--- src/rtl/hqm_aw_lifo_prefetch.sv ---
// Prefetch buffer in front of a LIFO: keeps a small register FIFO topped up with popped entries for an alloc client
// and pushes freed entries back. Optional parity check at capture enabled by HQM_AW_LIFO_PREFETCH_PAR_CHK_EN.
module hqm_aw_lifo_prefetch #(
    parameter int DWIDTH   = 16,
    parameter int PF_DEPTH = 4,
    parameter int RD_LAT   = 2,
    parameter int PFB2P1   = $clog2(PF_DEPTH) + 1
) (
    input  logic              clk,
    input  logic              rst_n,
    input  logic              cfg_pf_en,
    output logic              lifo_pop,
    input  logic [DWIDTH-1:0] lifo_pop_data,
    input  logic              lifo_empty,
    output logic              lifo_push,
    output logic [DWIDTH-1:0] lifo_push_data,
    input  logic              lifo_full,
    output logic              alloc_v,
    output logic [DWIDTH-1:0] alloc_data,
    input  logic              alloc_ready,
    input  logic              free_v,
    input  logic [DWIDTH-1:0] free_data,
    output logic              free_ready,
    output logic              status_idle,
    output logic [PFB2P1-1:0] status_pf_cnt,
    output logic [PFB2P1-1:0] status_inflight,
    output logic              error_of,
    output logic              error_par
);

    localparam int PTRW = $clog2(PF_DEPTH);
    localparam logic [PFB2P1-1:0] DEPTH_C   = PFB2P1'(PF_DEPTH);
    localparam logic [PFB2P1:0]   DEPTH_SUM = (PFB2P1 + 1)'(PF_DEPTH);
    localparam logic [PTRW-1:0]   PTR_LAST  = PTRW'(PF_DEPTH - 1);

    logic [DWIDTH-1:0] buf_r [PF_DEPTH];
    logic [PTRW-1:0]   head_r;
    logic [PTRW-1:0]   tail_r;
    logic [PFB2P1-1:0] pf_cnt_r;
    logic [PFB2P1-1:0] inflight_r;
    logic [RD_LAT-1:0] lat_sr_r;
    logic [PFB2P1-1:0] pf_cnt_nxt_s;
    logic [PFB2P1-1:0] inflight_nxt_s;
    logic [PFB2P1:0]   occ_sum_s;
    logic              capture_s;
    logic              deq_s;
    logic              ovf_s;
    logic              wr_s;

    function automatic logic [PTRW-1:0] ptr_inc(input logic [PTRW-1:0] p);
        return (p == PTR_LAST) ? {PTRW{1'b0}} : p + PTRW'(1);
    endfunction

    // Occupancy counted at one extra bit so buffered + in-flight never wraps.
    assign occ_sum_s = {1'b0, pf_cnt_r} + {1'b0, inflight_r};
    assign lifo_pop  = cfg_pf_en & ~lifo_empty & (occ_sum_s < DEPTH_SUM);

    assign capture_s = lat_sr_r[RD_LAT-1];
    assign alloc_v   = (pf_cnt_r != {PFB2P1{1'b0}});
    assign deq_s     = alloc_v & alloc_ready;
    assign ovf_s     = capture_s & (pf_cnt_r == DEPTH_C) & ~deq_s;
    assign wr_s      = capture_s & ~ovf_s;

    assign alloc_data     = buf_r[head_r];
    assign free_ready     = ~lifo_full;
    assign lifo_push      = free_v & ~lifo_full;
    assign lifo_push_data = free_data;

    assign status_idle     = (inflight_r == {PFB2P1{1'b0}}) & ~free_v;
    assign status_pf_cnt   = pf_cnt_r;
    assign status_inflight = inflight_r;
    assign error_of        = ovf_s;

`ifdef HQM_AW_LIFO_PREFETCH_PAR_CHK_EN
    function automatic logic par_calc(input logic [DWIDTH-2:0] d);
        return ^d;
    endfunction

    assign error_par = capture_s & (lifo_pop_data[DWIDTH-1] != par_calc(lifo_pop_data[DWIDTH-2:0]));
`else
    assign error_par = 1'b0;
`endif

    // Buffer occupancy: capture adds, dequeue removes, a dropped overflow capture adds nothing.
    always_comb begin
        pf_cnt_nxt_s = pf_cnt_r;
        case ({wr_s, deq_s})
            2'b10:   pf_cnt_nxt_s = pf_cnt_r + PFB2P1'(1);
            2'b01:   pf_cnt_nxt_s = pf_cnt_r - PFB2P1'(1);
            default: pf_cnt_nxt_s = pf_cnt_r;
        endcase
    end

    // In-flight pop count mirrors the population of the latency shift register.
    always_comb begin
        inflight_nxt_s = inflight_r;
        case ({lifo_pop, capture_s})
            2'b10:   inflight_nxt_s = inflight_r + PFB2P1'(1);
            2'b01:   inflight_nxt_s = inflight_r - PFB2P1'(1);
            default: inflight_nxt_s = inflight_r;
        endcase
    end

    // Read-latency tracker: a pop enters stage 0 and emerges as the capture strobe RD_LAT cycles later.
    always_ff @(posedge clk or negedge rst_n) begin
        if (!rst_n) begin
            lat_sr_r   <= {RD_LAT{1'b0}};
            inflight_r <= {PFB2P1{1'b0}};
        end else begin
            lat_sr_r[0] <= lifo_pop;
            for (int i = 1; i < RD_LAT; i++) begin
                lat_sr_r[i] <= lat_sr_r[i-1];
            end
            inflight_r <= inflight_nxt_s;
        end
    end

    // Circular prefetch buffer storage, pointers and occupancy.
    always_ff @(posedge clk or negedge rst_n) begin
        if (!rst_n) begin
            head_r   <= {PTRW{1'b0}};
            tail_r   <= {PTRW{1'b0}};
            pf_cnt_r <= {PFB2P1{1'b0}};
            for (int i = 0; i < PF_DEPTH; i++) begin
                buf_r[i] <= {DWIDTH{1'b0}};
            end
        end else begin
            if (wr_s) begin
                buf_r[tail_r] <= lifo_pop_data;
                tail_r        <= ptr_inc(tail_r);
            end
            if (deq_s) begin
                head_r <= ptr_inc(head_r);
            end
            pf_cnt_r <= pf_cnt_nxt_s;
        end
    end

endmodule
--- config.mk ---
export PLATFORM = sky130hd
export DESIGN_NAME = hqm_aw_lifo_prefetch
export DESIGN_NICKNAME = d
export VERILOG_FILES = /design/src/rtl/hqm_aw_lifo_prefetch.sv
export SDC_FILE = /design/constraint.sdc
export NUM_CORES = 1
export LEC_CHECK = 0
export BUFFER_PORTS_ARGS = -buffer_cell sky130_fd_sc_hd__buf_2
export CAP_MARGIN = 5
export CORE_MARGIN = 2
export CORE_UTILIZATION = 54
export CTS_CLUSTER_SIZE = 10
export DETAILED_ROUTE_END_ITERATION = 12
export GPL_TIMING_DRIVEN = 0
export PLACE_DENSITY = 0.8
export SYNTH_ARGS = -nofsm -noshare
export SYNTH_HDL_FRONTEND = slang
export SYNTH_SLANG_ARGS = --single-unit
--- constraint.sdc ---
create_clock -name clk -period 2.8 [get_ports clk]
set_input_delay 0.14 -clock clk [delete_from_list [all_inputs] [get_ports clk]]
set_output_delay 0.14 -clock clk [all_outputs]
set_load 0.1 [all_outputs]
Yosys cells after proc, flatten, opt, wreduce, memory -nomap -nowiden
Cells that the tools add are included.

operators by class
  add/sub/neg operators = 7
  div/mod/pow operators = 0
  shift operators = 0
  equality and inequality tests = 7
  mux-type cells = 10
  bitwise logic cells = 15
  order comparisons = 4
  multipliers = 0
  reduce and logical (&&, ||, !) cells = 5

operator list
  kind                                                        count
  bitwise mux 64 bit                                          1
  two-way mux 16 bit                                          3
  binary-select mux 16 bit (select 2 bit)                     1
  demux 16 bit (select 2 bit)                                 1
  one-hot mux 3 bit (2 select lines)                          2
  AND 1 bit                                                   8
  equality test 2 bit, second input constant                  4
  adder 3 x 1 -> 3 bit, second input constant                 2
  greater-or-equal comparator 3 bit, second input constant    2
  inverter 2 -> 3 bit                                         2
  subtractor 3 x 1 -> 3 bit, second input constant            2
  inverter 1 bit                                              5
  adder 2 x 1 -> 2 bit, second input constant                 2
  adder 3 x 3 -> 4 bit                                        1
  equality test 2 x 1 -> 1 bit, second input constant         2
  less-than comparator 4 x 3 -> 1 bit, second input constant  1
  two-way mux 2 bit                                           2
  nonzero test 2 bit                                          2
  equality test 3 bit, second input constant                  1
  zero test 3 bit                                             1
  less-than comparator 3 x 1 -> 1 bit, second input constant  1
  nonzero test 3 bit                                          1
  logical AND 1 bit                                           1

word-level totals
  register bits after elaboration = 76
  logic and storage cells = 57
  output and inout bits = 45
  ROM bits = 0
  memories = 0
  bits of input ports = 39
  bits in latches = 0
  memory bits (writable) = 0

Depth between registers and ports, before layout
  depth after elaboration = 8
  depth in mapped cells = 9
  depth with buffers taken out = 9

Worst setup path before layout
Ideal clock, no wire load.

  kind = flip-flop to output port
  from = register inflight_r[0] (netlist: status_inflight[0])
  to = output status_idle
  required time = 2.660 ns
  arrival = 3.816 ns
  cell stages (with the launch flop) = 2
  path buffers = 0
  setup slack = -1.156 ns
  cell sequence = dfrtp_1 > nor4_1

on the way
  word-level cells in the longest chain between the ends = 2

ends and longest elaborated chain
  element                   line  text
  start: declaration        40    logic [PFB2P1-1:0] inflight_r;
  start signal: assignment  108   inflight_r <= {PFB2P1{1'b0}};
  start signal: assignment  114   inflight_r <= inflight_nxt_s;
  zero test 3 bit           69    assign status_idle = (inflight_r == {PFB2P1{1'b0}}) & ~free_v;
  AND 1 bit                 69
  end: declaration          24    output logic status_idle,

No other way between the ends.

Final worst setup path
  from = register head_r[1]
  to = output alloc_data[7]

on the way
  word-level cells in the longest chain between the ends = 4

ends and longest elaborated chain
  element                                                line  text
  start: declaration                                     37    logic [PTRW-1:0] head_r;
  start signal: assignment                               121   head_r <= {PTRW{1'b0}};
  start signal: assignment                               133   head_r <= ptr_inc(head_r);
  inverter 2 -> 3 bit (implied by the code)              64    assign alloc_data = buf_r[head_r];
  binary-select mux 16 bit (select 2 bit)                64
  two-way mux 16 bit (implied by the code) (2 in a row)  64
  end: declaration                                       19    output logic [DWIDTH-1:0] alloc_data,

No other way between the ends. The select of a mux whose other input is x is not followed.

==> results.cfg <==
[clocking]
ctsHoldBuffers = 1
cts_resized = 0
cts_tree = yes
insertion_delay_ps = 340
cts_buffer_depth = 2
clock-sinks = 76
number_of_buffers_added_by_the_clock_tree_synthesis_step = 9
cts.repair_timing.setup_buffer_count = 0
ctsRootBufferMaster = clkbuf_8
cts-htree-levels = 3
clock_edge_transition_at_the_registers_on_the_reported_setup_and_hold_paths_ps = 80

[cells_and_area]
fillers = 447
regArea_um2 = 1910
design.final.nets = 367
layout-area-overhead-vs-synth_pct = 19.4
antenna_cells_inserted = 0
drive_gt1_frac = 0.620
multiInputGateArea_um2 = 1490

[synthesis]
syn_avg_cell_area_um2 = 15.2
synth_top_cell_area_share = 0.525
cells_after_synth = 238
synth.top_cells.by_count = dfrtp_1 (76), mux2_2 (68), buf_4 (17), mux4_2 (16), inv_1 (11)
post_synth_edffs = 0
async_flop_share = 1.00
synth-xor-area-share = 0.0145
complex_gate_fraction_of_the_synthesized_area = 0
syn-cell-area_um2 = 3620
synth_sequential_area_ratio = 0.525
yosys_register_bits = 76
dominant_combinational_cell_family_by_area_after_synthesis = multiplexers
synth_top_cell_by_area = dfrtp_1
yosys.area_share.adder = 0.0422
yosysWarnings = 0
synthesis.nets = 288
yosys.cell_types.count = 25
dominant_cells_by_area_after_synthesis = dfrtp_1 (53%), mux2_2 (21%), mux4_2 (10%)
synthFlopType = dfrtp_1
post_synth_and_or_nand_nor_area_fraction = 0.0359
multiplexer_share_of_the_synthesized_area = 0.317
yosysMostFrequentCell = dfrtp_1

[global_routing]
first_pass_grt_wire_length_um = 11000
grt_util_all_layers = 0.199
grt-ovfl-total = 0
first_global_vias = 2217
grt_start_max_net_pins = 48
number_of_antenna_violations_at_the_first_check_in_global_routing = 0

[timing]
worstMarginPinSlew_ps = 638
setup_violations = 0
fin_crit_ps = 2590
final.hold.worst_slack_ps = 65.9
grt_setup_unrepaired = no
timing.max_slew.rel_slack = 0.574
period_share = 0.924
finalMaxSlewViolations = 0
finalHoldViolCount = 0
fmax_ghz = 0.386
finalClockSkew_ps = 5.90
fin_tns_setup_ps = 0

[worst_setup_path]
element_type_at_the_critical_path_start = register
crit_type = reg -> out
timing.critical_path.required_ps = 2660
timing.critical_path.to_type = output port
crit_fanout = 10
worstPathArrival_ps = 2450
number_of_cell_instances_on_the_worst_register_to_register_path = 8

[drt]
drt-initial-drc-count = 71
routed_wl_um = 6440
drt_drc_violations_left = 5
routed-wl-met2_um = 3220
drt-vias-per-instance = 5.39
drt-wirelength-per-cell_um = 16.2
route.met3.wl_um = 341
num_vias = 2147
antenna_violating_nets_post_route = 0
detailedRoute.firstPassIterationCount = 8
maxUsedRoutingLayer = met4
wl_met1_um = 2810

[place]
buffer_ports.inserted = 66
place_hpwl_um = 4410
gp_routability_congestion = 0.695

[floorplan]
core.rowCount = 29
initial_standard_cell_utilization_of_the_core = 0.564
floorplan.io_pins = 84
fp.coreArea_um2 = 6420
fp.dieH_um = 85.9
die_w_um = 85.9
area_enclosed_by_the_die_boundary_um2 = 7380

[min_path]
worst_hold_path_type = in -> reg
hold-path-cell-count = 2

[run_status]
outcome = finished with violations
violations = DRC

[run]
maxcap_violations = 0
## worst max-delay path, cell delays in order, from the launching register on
cell	delay (ps)
dfrtp_1	350
clkbuf_1	440
clkbuf_1	560
mux4_2	340
buf_2	430
## metrics by stage
stage          std cells  utilization  setup WS, ps  cell area (µm²)
2_1_floorplan        238            -          7.60             3630
3_3_place_gp         381        0.632           519             4060
3_5_place_dp         382        0.637           494             4090
4_1_cts              398        0.673           180             4320
5_1_grt              398        0.673           102             4320
6_report             398        0.673           212             4320
## flip-flops by register name (all words and copies together) (netlist names)
signal and count:
head_r 2, status_pf_cnt 3, tail_r 2, lat_sr_r 2, status_inflight 3, buf_r 64
## cell families after synthesis
kind of cell,after synthesis
multiplexers,86
flip-flops,76
buffers and inverters,36
AND/OR/NAND/NOR,22
adder cells (fa/ha/maj),11
XOR/XNOR,6
other,1
## path summary, 6_finish.rpt
path	startpoint	to	slack [ps]
worst max register to register	status_pf_cnt[0]$_DFFE_PN0P_	status_pf_cnt[2]$_DFFE_PN0P_	490
max in group asynchronous	rst_n	status_pf_cnt[1]$_DFFE_PN0P_	1970
worst max-delay path	head_r[1]$_DFFE_PN0P_	alloc_data[7]	210
min in group asynchronous	rst_n	buf_r[23]$_DFFE_PN0P_	260
worst min register to register	lat_sr_r[0]$_DFF_PN0_	lat_sr_r[1]$_DFF_PN0_	350
worst min-delay path	lifo_pop_data[7]	buf_r[55]$_DFFE_PN0P_	70
## placed cells by master, fill, tap and decap left out
| master | netlist | final |
|---|---|---|
| nor4_2 | 0 | 1 |
| dfrtp_2 | 0 | 3 |
| nand2_1 | 5 | 5 |
| inv_1 | 11 | 11 |
| dlygate4sd3_1 | 0 | 1 |
| nor2_1 | 4 | 4 |
| clkbuf_1 | 2 | 2 |
| clkinvlp_4 | 0 | 1 |
| clkinv_2 | 0 | 1 |
| buf_4 | 17 | 18 |
| buf_16 | 0 | 1 |
| ha_1 | 9 | 9 |
| nand2b_1 | 1 | 1 |
| mux4_2 | 16 | 16 |
| nor4b_4 | 1 | 1 |
| buf_2 | 2 | 67 |
| mux2i_1 | 2 | 2 |
| fa_1 | 2 | 2 |
| dfrtp_1 | 76 | 73 |
| xnor2_1 | 2 | 2 |
| nor2b_1 | 1 | 1 |
| and2_1 | 1 | 1 |
| xor2_1 | 4 | 4 |
| mux2_2 | 68 | 68 |
| nor4_1 | 2 | 1 |
| bufinv_16 | 0 | 2 |
| or3_2 | 0 | 1 |
| conb_1 | 1 | 1 |
| buf_6 | 3 | 3 |
| nand3_1 | 2 | 2 |
| clkbuf_8 | 1 | 12 |
| nor2_2 | 4 | 4 |
## routing by layer
| layer | up-vias | track usage |
|---|---|---|
| li1 | 987 | - |
| met1 | 1092 | 0.256 |
| met2 | 59 | 0.323 |
| met3 | 9 | 0.0568 |
| met4 | 0 | 0.0750 |
| met5 | - | 0 |
## cell type report
type | count | share of cell area
Sequential cell | 76 | 0.441
Multi-Input combinational cell | 126 | 0.345
Timing Repair Buffer | 68 | 0.0857
Buffer | 25 | 0.0446
Clock buffer | 11 | 0.0350
Tap cell | 77 | 0.0223
Clock inverter | 4 | 0.0168
Inverter | 11 | 0.00955
Power is left out: the tool's default activity adds up to more than one toggle a clock period on the data nets, which glitch-free logic cannot reach.
